### config.mk
export PLATFORM = sky130hd
export DESIGN_NAME = regfile_wb_arbiter
export DESIGN_NICKNAME = d
export VERILOG_FILES = /design/src/rtl/wb_pkg.sv /design/src/rtl/wb_hold_buf.sv /design/src/rtl/regfile_wb_arbiter.sv
export SDC_FILE = /design/constraint.sdc
export NUM_CORES = 1
export LEC_CHECK = 0
export CORE_MARGIN = 4
export CORE_UTILIZATION = 38
export DETAILED_ROUTE_END_ITERATION = 16
export SKIP_LAST_GASP = 1
export SLEW_MARGIN = 20
export SYNTH_ARGS = -nofsm -noshare
export SYNTH_HDL_FRONTEND = slang
export SYNTH_SLANG_ARGS = --single-unit
### constraint.sdc
create_clock -name clk -period 5.1 [get_ports clk]
set_clock_uncertainty 0.05 [all_clocks]
set_input_delay 0.51 -clock clk [delete_from_list [all_inputs] [get_ports clk]]
set_output_delay 0.51 -clock clk [all_outputs]
set_load 0.01 [all_outputs]
### src/rtl/wb_pkg.sv
// -----------------------------------------------------------------------------
// wb_pkg
// Shared definitions for the register-file writeback arbiter.
//   - WB_DATA_WIDTH / WB_ADR_WIDTH : default widths of write data and address
//   - wb_req_e                     : requester identity (ALU or load unit)
//   - wb_other()                   : returns the opposite requester id
// -----------------------------------------------------------------------------
package wb_pkg;

    localparam int WB_DATA_WIDTH = 32;
    localparam int WB_ADR_WIDTH  = 5;

    typedef enum logic {
        WB_ALU = 1'b0,
        WB_LD  = 1'b1
    } wb_req_e;

    function automatic wb_req_e wb_other(input wb_req_e id);
        return (id == WB_ALU) ? WB_LD : WB_ALU;
    endfunction

endpackage

### src/rtl/wb_hold_buf.sv
// -----------------------------------------------------------------------------
// wb_hold_buf
// One-entry holding buffer for a single writeback requester.
//
// Handshake: a transfer happens on a cycle where valid_i and ready_o are both
// high. ready_o is high when the entry is empty, or when it is full and being
// granted this cycle (drain and refill at the same edge). ready_o is forced low
// while rst_i is high. A transfer to address 0 is accepted but never stored.
//
// Ports
//   clk_i, rst_i        : clock, synchronous active-high reset
//   valid_i, ready_o    : requester handshake
//   addr_i, data_i      : requester write address / data
//   grant_i             : arbiter drains the entry at the next edge
//   full_o              : entry holds a pending write
//   addr_o, data_o      : stored write address / data
// -----------------------------------------------------------------------------
module wb_hold_buf
    import wb_pkg::*;
#(
    parameter int DATA_WIDTH = WB_DATA_WIDTH,
    parameter int ADR_WIDTH  = WB_ADR_WIDTH
) (
    input  logic                  clk_i,
    input  logic                  rst_i,
    input  logic                  valid_i,
    output logic                  ready_o,
    input  logic [ADR_WIDTH-1:0]  addr_i,
    input  logic [DATA_WIDTH-1:0] data_i,
    input  logic                  grant_i,
    output logic                  full_o,
    output logic [ADR_WIDTH-1:0]  addr_o,
    output logic [DATA_WIDTH-1:0] data_o
);

    logic                  full_q, full_d;
    logic [ADR_WIDTH-1:0]  addr_q, addr_d;
    logic [DATA_WIDTH-1:0] data_q, data_d;
    logic                  accept;
    logic                  store;

    assign ready_o = ~rst_i & (~full_q | grant_i);
    assign accept  = valid_i & ready_o;
    // Writes to register 0 are swallowed here so they never reach the port.
    assign store   = accept & (addr_i != '0);

    always_comb begin
        full_d = full_q;
        addr_d = addr_q;
        data_d = data_q;
        if (grant_i) begin
            full_d = 1'b0;
        end
        // Contents only change on a store, and a store is only possible when
        // the entry is empty or leaving this cycle, so held data stays stable.
        if (store) begin
            full_d = 1'b1;
            addr_d = addr_i;
            data_d = data_i;
        end
    end

    always_ff @(posedge clk_i) begin
        if (rst_i) begin
            full_q <= 1'b0;
            addr_q <= '0;
            data_q <= '0;
        end else begin
            full_q <= full_d;
            addr_q <= addr_d;
            data_q <= data_d;
        end
    end

    assign full_o = full_q;
    assign addr_o = addr_q;
    assign data_o = data_q;

endmodule

### src/rtl/regfile_wb_arbiter.sv
// -----------------------------------------------------------------------------
// regfile_wb_arbiter
// Merges ALU and load-unit writebacks onto the single register-file write port.
// Each requester has a one-entry holding buffer; at most one full buffer is
// granted per cycle and the grant loads the registered write port at the next
// edge (minimum two cycles from handshake to we3).
//
// Arbitration: fixed priority, load unit over ALU. When macro WB_RR_ARB_EN is
// defined, arbitration becomes round-robin: a contested grant hands priority to
// the other requester; uncontested grants leave the pointer alone.
//
// Ports
//   clk, rst                          : clock, synchronous active-high reset
//   alu_valid/alu_ready/alu_addr/alu_data : ALU writeback requester
//   ld_valid/ld_ready/ld_addr/ld_data     : load-unit writeback requester
//   we3, a3, wd3                      : registered register-file write port
//   busy                              : a buffered entry or a write is pending
// -----------------------------------------------------------------------------
module regfile_wb_arbiter
    import wb_pkg::*;
#(
    parameter int DATA_WIDTH = WB_DATA_WIDTH,
    parameter int ADR_WIDTH  = WB_ADR_WIDTH
) (
    input  logic                  clk,
    input  logic                  rst,

    input  logic                  alu_valid,
    output logic                  alu_ready,
    input  logic [ADR_WIDTH-1:0]  alu_addr,
    input  logic [DATA_WIDTH-1:0] alu_data,

    input  logic                  ld_valid,
    output logic                  ld_ready,
    input  logic [ADR_WIDTH-1:0]  ld_addr,
    input  logic [DATA_WIDTH-1:0] ld_data,

    output logic                  we3,
    output logic [ADR_WIDTH-1:0]  a3,
    output logic [DATA_WIDTH-1:0] wd3,

    output logic                  busy
);

    logic                  alu_full, ld_full;
    logic [ADR_WIDTH-1:0]  alu_baddr, ld_baddr;
    logic [DATA_WIDTH-1:0] alu_bdata, ld_bdata;
    logic                  grant_alu, grant_ld;

    logic                  we3_q, we3_d;
    logic [ADR_WIDTH-1:0]  a3_q, a3_d;
    logic [DATA_WIDTH-1:0] wd3_q, wd3_d;

    wb_hold_buf #(
        .DATA_WIDTH (DATA_WIDTH),
        .ADR_WIDTH  (ADR_WIDTH)
    ) u_alu_buf (
        .clk_i   (clk),
        .rst_i   (rst),
        .valid_i (alu_valid),
        .ready_o (alu_ready),
        .addr_i  (alu_addr),
        .data_i  (alu_data),
        .grant_i (grant_alu),
        .full_o  (alu_full),
        .addr_o  (alu_baddr),
        .data_o  (alu_bdata)
    );

    wb_hold_buf #(
        .DATA_WIDTH (DATA_WIDTH),
        .ADR_WIDTH  (ADR_WIDTH)
    ) u_ld_buf (
        .clk_i   (clk),
        .rst_i   (rst),
        .valid_i (ld_valid),
        .ready_o (ld_ready),
        .addr_i  (ld_addr),
        .data_i  (ld_data),
        .grant_i (grant_ld),
        .full_o  (ld_full),
        .addr_o  (ld_baddr),
        .data_o  (ld_bdata)
    );

`ifdef WB_RR_ARB_EN
    // ptr_q names the requester that wins the next contest.
    wb_req_e ptr_q, ptr_d;
    logic    contested;

    assign contested = alu_full & ld_full;

    always_comb begin
        grant_ld  = ld_full  & (~alu_full | (ptr_q == WB_LD));
        grant_alu = alu_full & (~ld_full  | (ptr_q == WB_ALU));
        ptr_d     = ptr_q;
        if (contested) begin
            ptr_d = wb_other(ptr_q);
        end
    end

    always_ff @(posedge clk) begin
        if (rst) begin
            ptr_q <= WB_ALU;
        end else begin
            ptr_q <= ptr_d;
        end
    end
`else
    always_comb begin
        grant_ld  = ld_full;
        grant_alu = alu_full & ~ld_full;
    end
`endif

    // Write port: a3/wd3 only move on a grant, so they hold when idle.
    always_comb begin
        we3_d = grant_ld | grant_alu;
        a3_d  = a3_q;
        wd3_d = wd3_q;
        if (grant_ld) begin
            a3_d  = ld_baddr;
            wd3_d = ld_bdata;
        end else if (grant_alu) begin
            a3_d  = alu_baddr;
            wd3_d = alu_bdata;
        end
    end

    always_ff @(posedge clk) begin
        if (rst) begin
            we3_q <= 1'b0;
            a3_q  <= '0;
            wd3_q <= '0;
        end else begin
            we3_q <= we3_d;
            a3_q  <= a3_d;
            wd3_q <= wd3_d;
        end
    end

    assign we3  = we3_q;
    assign a3   = a3_q;
    assign wd3  = wd3_q;
    assign busy = alu_full | ld_full | we3_q;

endmodule

### Word-level counts from Yosys, hierarchy flattened

Index checks and enable logic that the tools add are counted.

| operators by class | value |
|---|---|
| $add $sub $neg | 0 |
| $mul | 0 |
| divide/modulo/power cells | 0 |
| order comparisons | 0 |
| equal/unequal tests | 0 |
| shift operators | 0 |
| muxes and demuxes | 7 |
| bitwise operators | 13 |
| reduce and logical (&&, ||, !) cells | 4 |

Operators by type and width:

| cell | number |
|---|---|
| 32-bit 2-to-1 mux | 2 |
| 5-bit 2-to-1 mux | 2 |
| 5-bit nonzero test | 2 |
| 1-bit bitwise AND | 6 |
| 1-bit bitwise OR | 4 |
| 2-bit nonzero test | 2 |
| 1-bit 2-to-1 mux | 3 |
| 1-bit inverter | 3 |

| storage, ports and cells | value |
|---|---|
| flip-flop bits (word level) | 114 |
| latch bits | 0 |
| memory bits (writable) | 0 |
| ROM bits | 0 |
| input bits | 78 |
| output and inout bits | 41 |
| word-level logic and storage cells | 33 |
| memories kept | 0 |

### Logic depth before layout (Yosys ltp)

Gate-level depths: netlist (run 1).

| depth | value |
|---|---|
| depth in word-level cells | 7 |
| depth in mapped cells | 6 |
| mapped depth without buffers | 3 |

### By module

A second synthesis (run 1) with hierarchy kept.

| unflattened totals | value |
|---|---|
| cells, all modules | 528 |
| area, all modules | 5577.8 um2 |

By module, submodules not included:

| module | times used | cells an instance | area each (um2) | sequential area each (um2) |
|---|---|---|---|---|
| wb_hold_buf | 2 | 179 | 1901.8 | 760.7 |
| regfile_wb_arbiter | 1 | 170 | 1774.2 | 760.7 |

### Worst setup path before layout (run 1)

No wires, ideal clock.

| timing | value |
|---|---|
| path type | input to register |
| start | in alu_addr[0] |
| end | reg u_alu_buf.data_q[10] (netlist: u_alu_buf.data_o[10]) |
| library setup time | 0.121 ns |
| data arrival time | 1.832 ns |
| setup slack | 3.098 ns |
| stages | 4 |
| buffers on the path | 1 |
| path through | or4_4 o211ai_4 buf_6 mux2_2 |

| between the ends | value |
|---|---|
| longest elaborated chain between the ends | 2 |

Ends and longest elaborated chain:

| item | line | RTL |
|---|---|---|
| start, declared | regfile_wb_arbiter.sv:30 | `input logic [ADR_WIDTH-1:0] alu_addr,` |
| 5-bit nonzero test | wb_hold_buf.sv:45 | `assign store = accept & (addr_i != '0);` |
| 1-bit bitwise AND | wb_hold_buf.sv:45 |  |
| end signal, assigned | wb_hold_buf.sv:71 | `data_q <= data_d;` |
| end, declared | wb_hold_buf.sv:38 | `logic [DATA_WIDTH-1:0] data_q, data_d;` |

No other way between the ends.
A chain may end at the register's enable or synchronous reset.

### Worst setup path after layout (run 1)

| timing | value |
|---|---|
| start | reg u_alu_buf.full_q (netlist: u_alu_buf.full_o) |
| end | out alu_ready |

| between the ends | value |
|---|---|
| longest elaborated chain between the ends | 3 |
| elaborated cells on any way between the ends | 4 |
| those cells by class | 4 x bitwise |

Ends and longest elaborated chain:

| item | line | RTL |
|---|---|---|
| start, declared | wb_hold_buf.sv:36 | `logic full_q, full_d;` |
| start signal, assigned | wb_hold_buf.sv:69 | `full_q <= full_d;` |
| 1-bit bitwise AND / 1-bit inverter (equally long branches) | regfile_wb_arbiter.sv:112, wb_hold_buf.sv:42 |  |
| 1-bit bitwise OR * | wb_hold_buf.sv:42 | `assign ready_o = ~rst_i & (~full_q \| grant_i);` |
| 1-bit bitwise AND * | wb_hold_buf.sv:42 |  |
| end, declared | regfile_wb_arbiter.sv:29 | `output logic alu_ready,` |

Every way passes the cells marked *; elsewhere a longest branch is shown, timed or not.

==> results of run 1 <==
[layer usage]
metal | vias to the layer above | routed length, µm | global-route usage [%]
li1 | 1764 | - | -
met1 | 1629 | 4760 | 18.3
met3 | 17 | 451 | 4.90
met5 | - | 0 | 0
met2 | 69 | 5550 | 27.2
met4 | 0 | 195 | 7.02
[cells in the mapped netlist, drive strengths merged]
cell      n
and2      1
or4       2
o211ai    1
buf      15
nor2     39
clkbuf   18
o21ai     9
nor2b    34
dfxtp   114
o21a      1
o211a     1
nand2    73
a21oi     2
nand3     8
or3       1
mux2i    69
mux2     71
inv       1
[flip-flops by register name, summed over array words and instances, names as in the netlist]
signal	cells
u_ld_buf.full_o	1
we3	1
u_ld_buf.addr_o	5
u_alu_buf.addr_o	5
wd3	32
a3	5
u_alu_buf.full_o	1
u_ld_buf.data_o	32
u_alu_buf.data_o	32
[final timing paths]
kind / from / to / slack (ns) / depth (start not counted)
setup / recovery: u_alu_buf.full_o / alu_ready / 2.32 / 3
setup reg to reg: u_alu_buf.full_o / u_alu_buf.data_o[31] / 2.68 / 5
hold / removal: u_ld_buf.data_o[16] / u_ld_buf.data_o[16] / 0.41 / 2
hold reg to reg: u_ld_buf.data_o[16] / u_ld_buf.data_o[16] / 0.41 / 2
[worst register-to-register path, cell delays in order (launching register included)]
cell	delay, ns
dfxtp_2	0.70
buf_4	0.41
a21oi_2	0.18
o211ai_4	0.12
buf_4	0.45
mux2_2	0.41
[area by class of cell]
class	count	share of cell area, %
tap	168	3.16
inverter	1	0.0565
multi-input combinational	312	34.5
sequential	114	34.4
clock buffer	21	7.08
timing repair buffer	125	18.5
clock inverter	11	2.37
[kinds of logic (layout without fill, tap and decap cells)]
group | after synthesis | count (layout) | share of synthesized area (%)
AOI/OAI and AO/OA | 14 | 14 | 2.06
DFF | 114 | 114 | 48.1
muxes | 140 | 140 | 31.4
and+or+nand+nor | 158 | 158 | 14.8
buffers and inverters | 34 | 158 | 3.61
[power groups by stage]
stage | Combinational (mW) | Clock [mW] | Sequential (mW)
final | 0.263 | 1.24 | 0.984
after global routing | 0.287 | 1.32 | 0.992
after CTS | 0.268 | 1.27 | 0.985
after detailed placement | 0.267 | 0 | 1.00
after global placement | 0.261 | 0 | 1.00
after floorplan | 0.152 | 0 | 0.993
==> summary.txt, run 1 <==
Die area -> 14300 µm²
Final ANT Viol Nets -> 0
Row Count -> 40
Critical path's largest stage delay -> 0.70 ns
Diode count -> 0
Combinational share of power -> 10.6%
Synth warnings -> 0
Crit-path cells -> buf_4 -> a21oi_2 -> clkdlybuf4s50_1
Overflow after GRT -> 0
Longest Clk Path Bufs -> 2
Worst-Margin Slew -> 0.778 ns
# resized after CTS -> 0
RSZ-0062 raised after global routing -> false
Placed cell count -> 720
Hold WC Path Type -> reg -> reg
Status -> complete, no violations
P_int -> 1.96 mW
Fin crit share -> 54.5%
First-pass GRT wire length -> 18100 µm
Max cap viols -> 0
Clock Tree Root -> clkbuf_16
Final setup vio count -> 0
Reg power frac -> 39.5%
Die Span Y -> 120 µm
Largest area contributor in the netlist -> dfxtp_1
Pre-CTS setup slack -> 2.33 ns
Synth top area share -> 48.1%
Setup ws final -> 2.32 ns
Core Area -> 12100 µm²
Delay-heaviest family, CP -> buffers and inverters
DRC viols -> 0
Post-CTS setup buffer count -> 0
Slew Limit Headroom -> 48.1%
Register area -> 2280 µm²
H-Tree Depth -> 4
CP Class -> reg -> out
TritonCTS Buffers -> 17
1st-iter DRT viols -> 82
GR Util All Layers -> 15.9%
Crit path DAT -> 2.22 ns
Antenna violations before repair -> 0
Slowest CP cell -> dfxtp_2
Tmin final -> 2.78 ns
Vias in the first global route -> 3628
Via count -> 3479
Top post-synthesis cells by area -> dfxtp_1, mux2_2, mux2i_1
IO Port Bufs -> 118
Post-Syn Nets -> 538
Fill count -> 1115
Detailed placement HPWL -> 7480 µm
Hold Fails Final Rpt -> 0
Net Sw Frac -> 21.3%
#FFs+latches synth -> 114
Startpoint types -> register
Commonest non-fill, non-tap cell in the layout -> clkdlybuf4s50_1
Synthesized area -> 4750 µm²
Nets -> 649
Placement Cell Area -> 6020 µm²
Initial Util -> 39.2%
Initial DRT Pass Iterations -> 4
Largest net degree at the start of global routing -> 79
Leakage Power -> 2.72 nW
Seq/Total Area, Yosys -> 48.1%
CTS clock-pin slew for the worst setup and hold paths -> 0.05 ns
Layout area overhead -> 40.1%
Fin Hold WS -> 0.405 ns
Post-Synthesis Mean Instance Area -> 10.3 µm²
Clock sink count -> 114
CP bufs+invs -> 2
Clock share of power -> 49.9%
Layout Cells excl Fill -> 752
Peak supply drop -> 0.000242 V
Total Power -> 2.49 mW
CP Max Fanout -> 23
Maximum clock rate -> 360 MHz
Post-Route WL -> 11000 µm
Distinct cells, synth -> 24
Drt wl/cell -> 14.6 µm
Setup_tns -> 0 ns
Layout cells sized above 1 -> 19.9%
IO Count -> 119
Final Util -> 54.9%
Worst Setup End Kind -> output pin
CTS tree -> yes
PwrDens -> 375 nW/µm²
Commonest non-fill, non-tap cells in the layout -> clkdlybuf4s50_1, dfxtp_1, nand2_1
Hold_buf cts -> 0
NetSw -> 0.531 mW
Mapped Cells -> 460
Final Cell Area -> 6650 µm²
Placer Congestion -> 0.708
Die Span X -> 120 µm
Clk Latency, worst-skew pair -> 0.41 ns
Multi-input logic area -> 2290 µm²
Critical Path RT -> 4.54 ns
Fin. max-slew vios -> 0
Vias per cell -> 4.63
Note: power is estimated with default switching activity, not from simulation.
==> inputs of run 2 (changes only) <==
==> constraint.sdc (replaced) <==
create_clock -name clk -period 2.9 [get_ports clk]
set_clock_uncertainty 0.05 [all_clocks]
set_input_delay 0.29 -clock clk [delete_from_list [all_inputs] [get_ports clk]]
set_output_delay 0.29 -clock clk [all_outputs]
set_load 0.01 [all_outputs]
==> run 2 against run 1 <==
Against the previous run: worst hold slack got worse by 0.12 ns; sequential cell count did not move; non-clock buffer count rose by 1; sequential share of layout area rose by 0.19 points; setup slack got worse by 1.7 ns.
==> summary.txt, run 2 (same netlist as run 1, synthesis figures left out) <==
Final ANT Viol Nets -> 0 (unchanged)
# resized after CTS -> 0 (unchanged)
Delay-heaviest family, CP -> buffers and inverters
Layout cells sized above 1 -> 19.5% (-0.34 points)
IO Count -> 119 (unchanged)
Hold endpoint -> u_alu_buf.addr_o[2]
CTS tree -> yes
Final setup vio count -> 0 (unchanged)
Die Span X -> 120 µm (unchanged)
Clock sink count -> 114 (unchanged)
Worst hold stages -> 4 (+2)
Max cap viols -> 0 (unchanged)
WL met2 -> 5640 µm (+1.7%)
Post-Route WL -> 11100 µm (+1.4%)
Placement Cell Area -> 6030 µm² (+0.23%)
Crit path DAT -> 1.91 ns (-0.31 ns)
P_int -> 3.28 mW (+68%)
Maximum clock rate -> 444 MHz
CP bufs+invs -> 1 (-1)
TritonCTS Buffers -> 17 (unchanged)
Critical Path RT -> 2.56 ns (-1.98 ns)
Length in cells of the worst reg-to-reg path -> 4 (-1)
Startpoint types -> register
GR Util All Layers -> 16.4% (+0.45 points)
Fin crit share -> 77.6%
Hold Fails Final Rpt -> 0 (unchanged)
Nets -> 650 (+0.15%)
Hold_buf cts -> 0 (unchanged)
Clock share of power -> 47.5% (-2.4 points)
Largest net degree at the start of global routing -> 50 (-37%)
DRC viols -> 0 (unchanged)
Total Power -> 4.19 mW (+68%)
Diode count -> 0 (unchanged)
Metal3 WL -> 414 µm (-8.2%)
CP Max Fanout -> 16 (-30%)
Worst Setup End Kind -> output pin
Layout Cells excl Fill -> 752 (unchanged)
First-pass GRT wire length -> 18600 µm (+2.8%)
Overflow after GRT -> 0 (unchanged)
Final Cell Area -> 6610 µm² (-0.55%)
Row Count -> 40 (unchanged)
Clk Latency, worst-skew pair -> 0.40 ns (about the same)
Via count -> 3522 (+1.2%)
Hold WC Path Type -> in -> reg
Detailed placement HPWL -> 7550 µm (+0.95%)
NetSw -> 0.907 mW (+71%)
Register area -> 2280 µm² (unchanged)
Placed cell count -> 721 (+0.14%)
Worst R2R Start -> u_ld_buf.full_o
Slowest CP cell -> clkdlybuf4s50_1
RSZ-0062 raised after global routing -> false
Fill count -> 1145 (+2.7%)
Layout area overhead -> 39.3%
Tmin final -> 2.25 ns
Multi-input logic area -> 2300 µm² (+0.27%)
1st-iter DRT viols -> 111 (+35%)
Reg power frac -> 41.1% (+1.6 points)
Critical path's largest stage delay -> 0.62 ns (-0.08 ns)
Drt wl/cell -> 14.8 µm (+1.4%)
Clock Tree Root -> clkbuf_16
Fin. max-slew vios -> 0 (unchanged)
CTS clock-pin slew for the worst setup and hold paths -> 0.05 ns (about the same)
CP Class -> reg -> out
Worst path depth -> 2 (-1)
Status -> complete, no violations
Leakage Power -> 2.71 nW (-0.63%)
Initial DRT Pass Iterations -> 4 (unchanged)
Net Sw Frac -> 21.6% (+0.32 points)
Worst-Margin Slew -> 0.677 ns (-0.101 ns)
Setup_tns -> 0 ns (unchanged)
Commonest non-fill, non-tap cells in the layout -> clkdlybuf4s50_1, dfxtp_1, nand2_1
Slew Limit Headroom -> 54.9% (+6.7 points)
Vias in the first global route -> 3749 (+3.3%)
RR Endpoint -> u_alu_buf.data_o[19]
Crit-path cells -> a21oi_2 -> clkdlybuf4s50_1
Post-CTS setup buffer count -> 0 (unchanged)
PwrDens -> 634 nW/µm² (+69%)
Highest routed layer -> met4
Vias per cell -> 4.68 (+1.2%)
Initial Util -> 39.2% (unchanged)
Antenna violations before repair -> 0 (unchanged)
Longest Clk Path Bufs -> 2 (unchanged)
Placer Congestion -> 0.708 (about the same)
Die Span Y -> 120 µm (unchanged)
Core Area -> 12100 µm² (unchanged)
Met1 wire length -> 4870 µm (+2.2%)
Combinational share of power -> 11.4% (+0.8 points)
Commonest non-fill, non-tap cell in the layout -> clkdlybuf4s50_1
R2r setup slk -> 1.03 ns (-1.65 ns)
H-Tree Depth -> 4 (unchanged)
Min-delay src -> rst
Peak supply drop -> 0.000361 V (+49%)
Die area -> 14300 µm² (unchanged)
IO Port Bufs -> 118 (unchanged)
[run 2: changes by cell type in the layout (fill, tap and decap cells not counted), sizes merged]
cell / before / now
buf: 8 / 9
bufinv: 4 / 1
clkbuf: 21 / 27
clkinv: 6 / 3
clkinvlp: 1 / 0
[run 2: layout make-up]
cell class / instances / area share, %
Timing Repair Buffer: 126 / 18.7
Inverter: 1 / 0.0568
Sequential cell: 114 / 34.6
Clock inverter: 4 / 0.681
Multi-Input combinational cell: 312 / 34.8
Clock buffer: 27 / 8.06
Tap cell: 168 / 3.18
[run 2: how the worst max path moves through the flow]
stage	startpoint	endpoint	slack [ns]
finish	u_ld_buf.full_o	alu_ready	0.65
floorplan	alu_addr[0]	u_alu_buf.data_o[10]	1.12
global route	u_ld_buf.full_o	alu_ready	0.54
CTS	u_ld_buf.full_o	alu_ready	0.61
detailed placement	alu_addr[0]	u_alu_buf.data_o[31]	0.55
global placement	ld_addr[0]	u_ld_buf.full_o	0.55
[run 2: power by group through the flow]
stage,logic (mW),registers [mW],clock network (mW)
final,0.476,1.72,1.99
after CTS,0.486,1.72,2.04
after floorplan,0.267,1.75,0
after detailed placement,0.482,1.75,0
after global placement,0.474,1.75,0
after global routing,0.521,1.73,2.12
[run 2: worst register-to-register path: stages, from the launching register on]
cell and delay (ns):
dfxtp_2 0.65, a21oi_2 0.23, o211ai_4 0.13, buf_4 0.32, mux2_2 0.38
[run 2: per-stage QoR]
step           utilization, %  setup WS, ns  hold WS [ns]
6_report                 54.6         0.649         0.289
5_1_grt                  54.6         0.537         0.318
4_1_cts                  54.6         0.613         0.262
3_5_place_dp             49.8         0.552         0.399
3_3_place_gp             49.8         0.548         0.393
2_1_floorplan               -          1.12         0.365
[run 2: metal layers]
layer,track usage (%),vias up
met4,6.59,0
li1,-,1779
met1,18.9,1662
met5,0,-
met3,4.76,15
met2,28.4,66
==> inputs of run 3 (changes only) <==
--- a/config.mk
+++ b/config.mk
@@ -8,6 +8,7 @@
 export CORE_MARGIN = 4
 export CORE_UTILIZATION = 38
 export DETAILED_ROUTE_END_ITERATION = 16
+export PLACE_DENSITY = 0.67
 export SKIP_LAST_GASP = 1
 export SLEW_MARGIN = 20
 export SYNTH_ARGS = -nofsm -noshare
==> constraint.sdc (replaced) <==
create_clock -name clk -period 1.9 [get_ports clk]
set_clock_uncertainty 0.05 [all_clocks]
set_input_delay 0.19 -clock clk [delete_from_list [all_inputs] [get_ports clk]]
set_output_delay 0.19 -clock clk [all_outputs]
set_load 0.01 [all_outputs]
==> run 3 against run 2 <==
Against the previous run: routed wire length down 0.64%; via count rose by 1.1%; setup slack lost 0.60 ns; critical path depth unchanged; clock power increased by 67%; global-route usage down 0.64 points; non-clock buffer count grew 6.
==> summary.txt, run 3 (same netlist as run 1, synthesis figures left out) <==
CP Max Fanout -> 6 (-10)
Fin crit share -> 97.1%
Die Span Y -> 120 µm (unchanged)
Nets -> 656 (+0.92%)
Status -> complete, no violations
Largest net degree at the start of global routing -> 79 (+58%)
Vias in the first global route -> 3664 (-2.3%)
1st-iter DRT viols -> 127 (+14%)
Final ANT Viol Nets -> 0 (unchanged)
R2r setup slk -> 0.45 ns (-0.58 ns)
DRC viols -> 0 (unchanged)
Overflow after GRT -> 0 (unchanged)
Hold_buf cts -> 0 (unchanged)
Placer Congestion -> 0.715 (+1.0%)
Maximum clock rate -> 542 MHz
First-pass GRT wire length -> 17900 µm (-3.7%)
CP Class -> reg -> out
Clock Tree Root -> clkbuf_16
H-Tree Depth -> 4 (unchanged)
Clock sink count -> 114 (unchanged)
Initial Util -> 39.2% (unchanged)
Die area -> 14300 µm² (unchanged)
CTS clock-pin slew for the worst setup and hold paths -> 0.05 ns (about the same)
IO Port Bufs -> 118 (unchanged)
RSZ-0062 raised after global routing -> false
Commonest non-fill, non-tap cell in the layout -> clkdlybuf4s50_1
Delay-heaviest family, CP -> buffers and inverters
Layout area overhead -> 42.7%
Fin. max-slew vios -> 0 (unchanged)
Diode count -> 0 (unchanged)
Crit-path cells -> a21oi_4 -> clkdlybuf4s50_1
Die Span X -> 120 µm (unchanged)
Max cap viols -> 0 (unchanged)
Hold WC Path Type -> in -> reg
Pre-CTS setup slack -> -0.248 ns (-0.800 ns)
Crit path DAT -> 1.61 ns (-0.30 ns)
Core Area -> 12100 µm² (unchanged)
Vias per cell -> 4.69 (+0.20%)
Commonest non-fill, non-tap cells in the layout -> clkdlybuf4s50_1, dfxtp_1, nand2_1
Critical path's largest stage delay -> 0.59 ns (-0.03 ns)
Via count -> 3562 (+1.1%)
Hold Fails Final Rpt -> 0 (unchanged)
Final setup vio count -> 0 (unchanged)
GR Util All Layers -> 15.7% (-0.64 points)
IO Count -> 119 (unchanged)
Setup_tns -> 0 ns (unchanged)
Layout cells sized above 1 -> 20.8% (+1.3 points)
Slowest CP cell -> clkdlybuf4s50_1
Antenna violations before repair -> 0 (unchanged)
Initial DRT Pass Iterations -> 4 (unchanged)
Post-Route WL -> 11000 µm (-0.64%)
CP bufs+invs -> 1 (unchanged)
Setup ws final -> 0.0542 ns (-0.595 ns)
Leakage Power -> 2.78 nW (+2.9%)
Startpoint types -> register
Slew Limit Headroom -> 71.8% (+17 points)
Clk Latency, worst-skew pair -> 0.40 ns (about the same)
PwrDens -> 990 nW/µm² (+56%)
Longest Clk Path Bufs -> 2 (unchanged)
Detailed placement HPWL -> 7560 µm (about the same)
Worst-Margin Slew -> 0.423 ns (-0.255 ns)
Drt wl/cell -> 14.5 µm (-1.6%)
Post-CTS setup buffer count -> 0 (unchanged)
CTS tree -> yes
Critical Path RT -> 1.66 ns (-0.90 ns)
Peak supply drop -> 0.000501 V (+39%)
TritonCTS Buffers -> 17 (unchanged)
Tmin final -> 1.85 ns
Row Count -> 40 (unchanged)
Worst Setup End Kind -> output pin
==> run 3: per-layer routing <==
layer / track usage, % / wire (µm)
met1: 18.6 / 4830
met2: 27.0 / 5620
met3: 4.34 / 384
met4: 6.23 / 193
met5: 0 / 0
==> run 3: repair_timing <==
action                                 4_1_cts  5_1_grt
gates resized for setup                      2        0
endpoints found under the hold margin        0        0
setup endpoints to repair                    2        0
==> run 3: metrics by stage <==
stage          total power, mW  instances  util, %  hold slack [ns]  cell area (µm²)
2_1_floorplan             3.07        460        -            0.265             4750
3_5_place_dp              3.44        727     50.7            0.399             6140
5_1_grt                   6.97        759     55.9            0.152             6770
3_3_place_gp              3.42        727     50.7            0.393             6140
4_1_cts                   6.80        759     55.9            0.115             6770
6_report                  6.71        759     55.9            0.137             6770
==> run 3: worst min-delay path, stage by stage <==
cell     delay [ns]
buf_2          0.12
a21oi_4        0.07
nand3_1        0.07
o21ai_0        0.07
==> run 3: final cells by class <==
class,instances,area (µm²)
clock buffers,21,470
well taps,168,210
clock inverters,11,158
flip-flops and latches,114,2280
inverters,1,3.75
repair buffers,132,1340
fillers,1103,5340
multi-input cells,312,2300
==> run 3: where the power goes <==
group | leakage, nW | total [mW] | switching, mW | internal (mW)
Combinational | 1.53 | 0.760 | 0.303 | 0.456
Clock | 0.312 | 3.32 | 1.04 | 2.28
Sequential | 0.938 | 2.62 | 0.0735 | 2.55
==> run 3: path summary, 6_finish.rpt <==
| check | from | endpoint | depth (start not counted) |
|---|---|---|---|
| worst max-delay path | u_ld_buf.full_o | alu_ready | 2 |
| worst max register to register | u_alu_buf.full_o | wd3[29] | 4 |
| worst min-delay path | rst | u_alu_buf.addr_o[4] | 4 |
| worst min register to register | u_ld_buf.data_o[27] | u_ld_buf.data_o[27] | 2 |
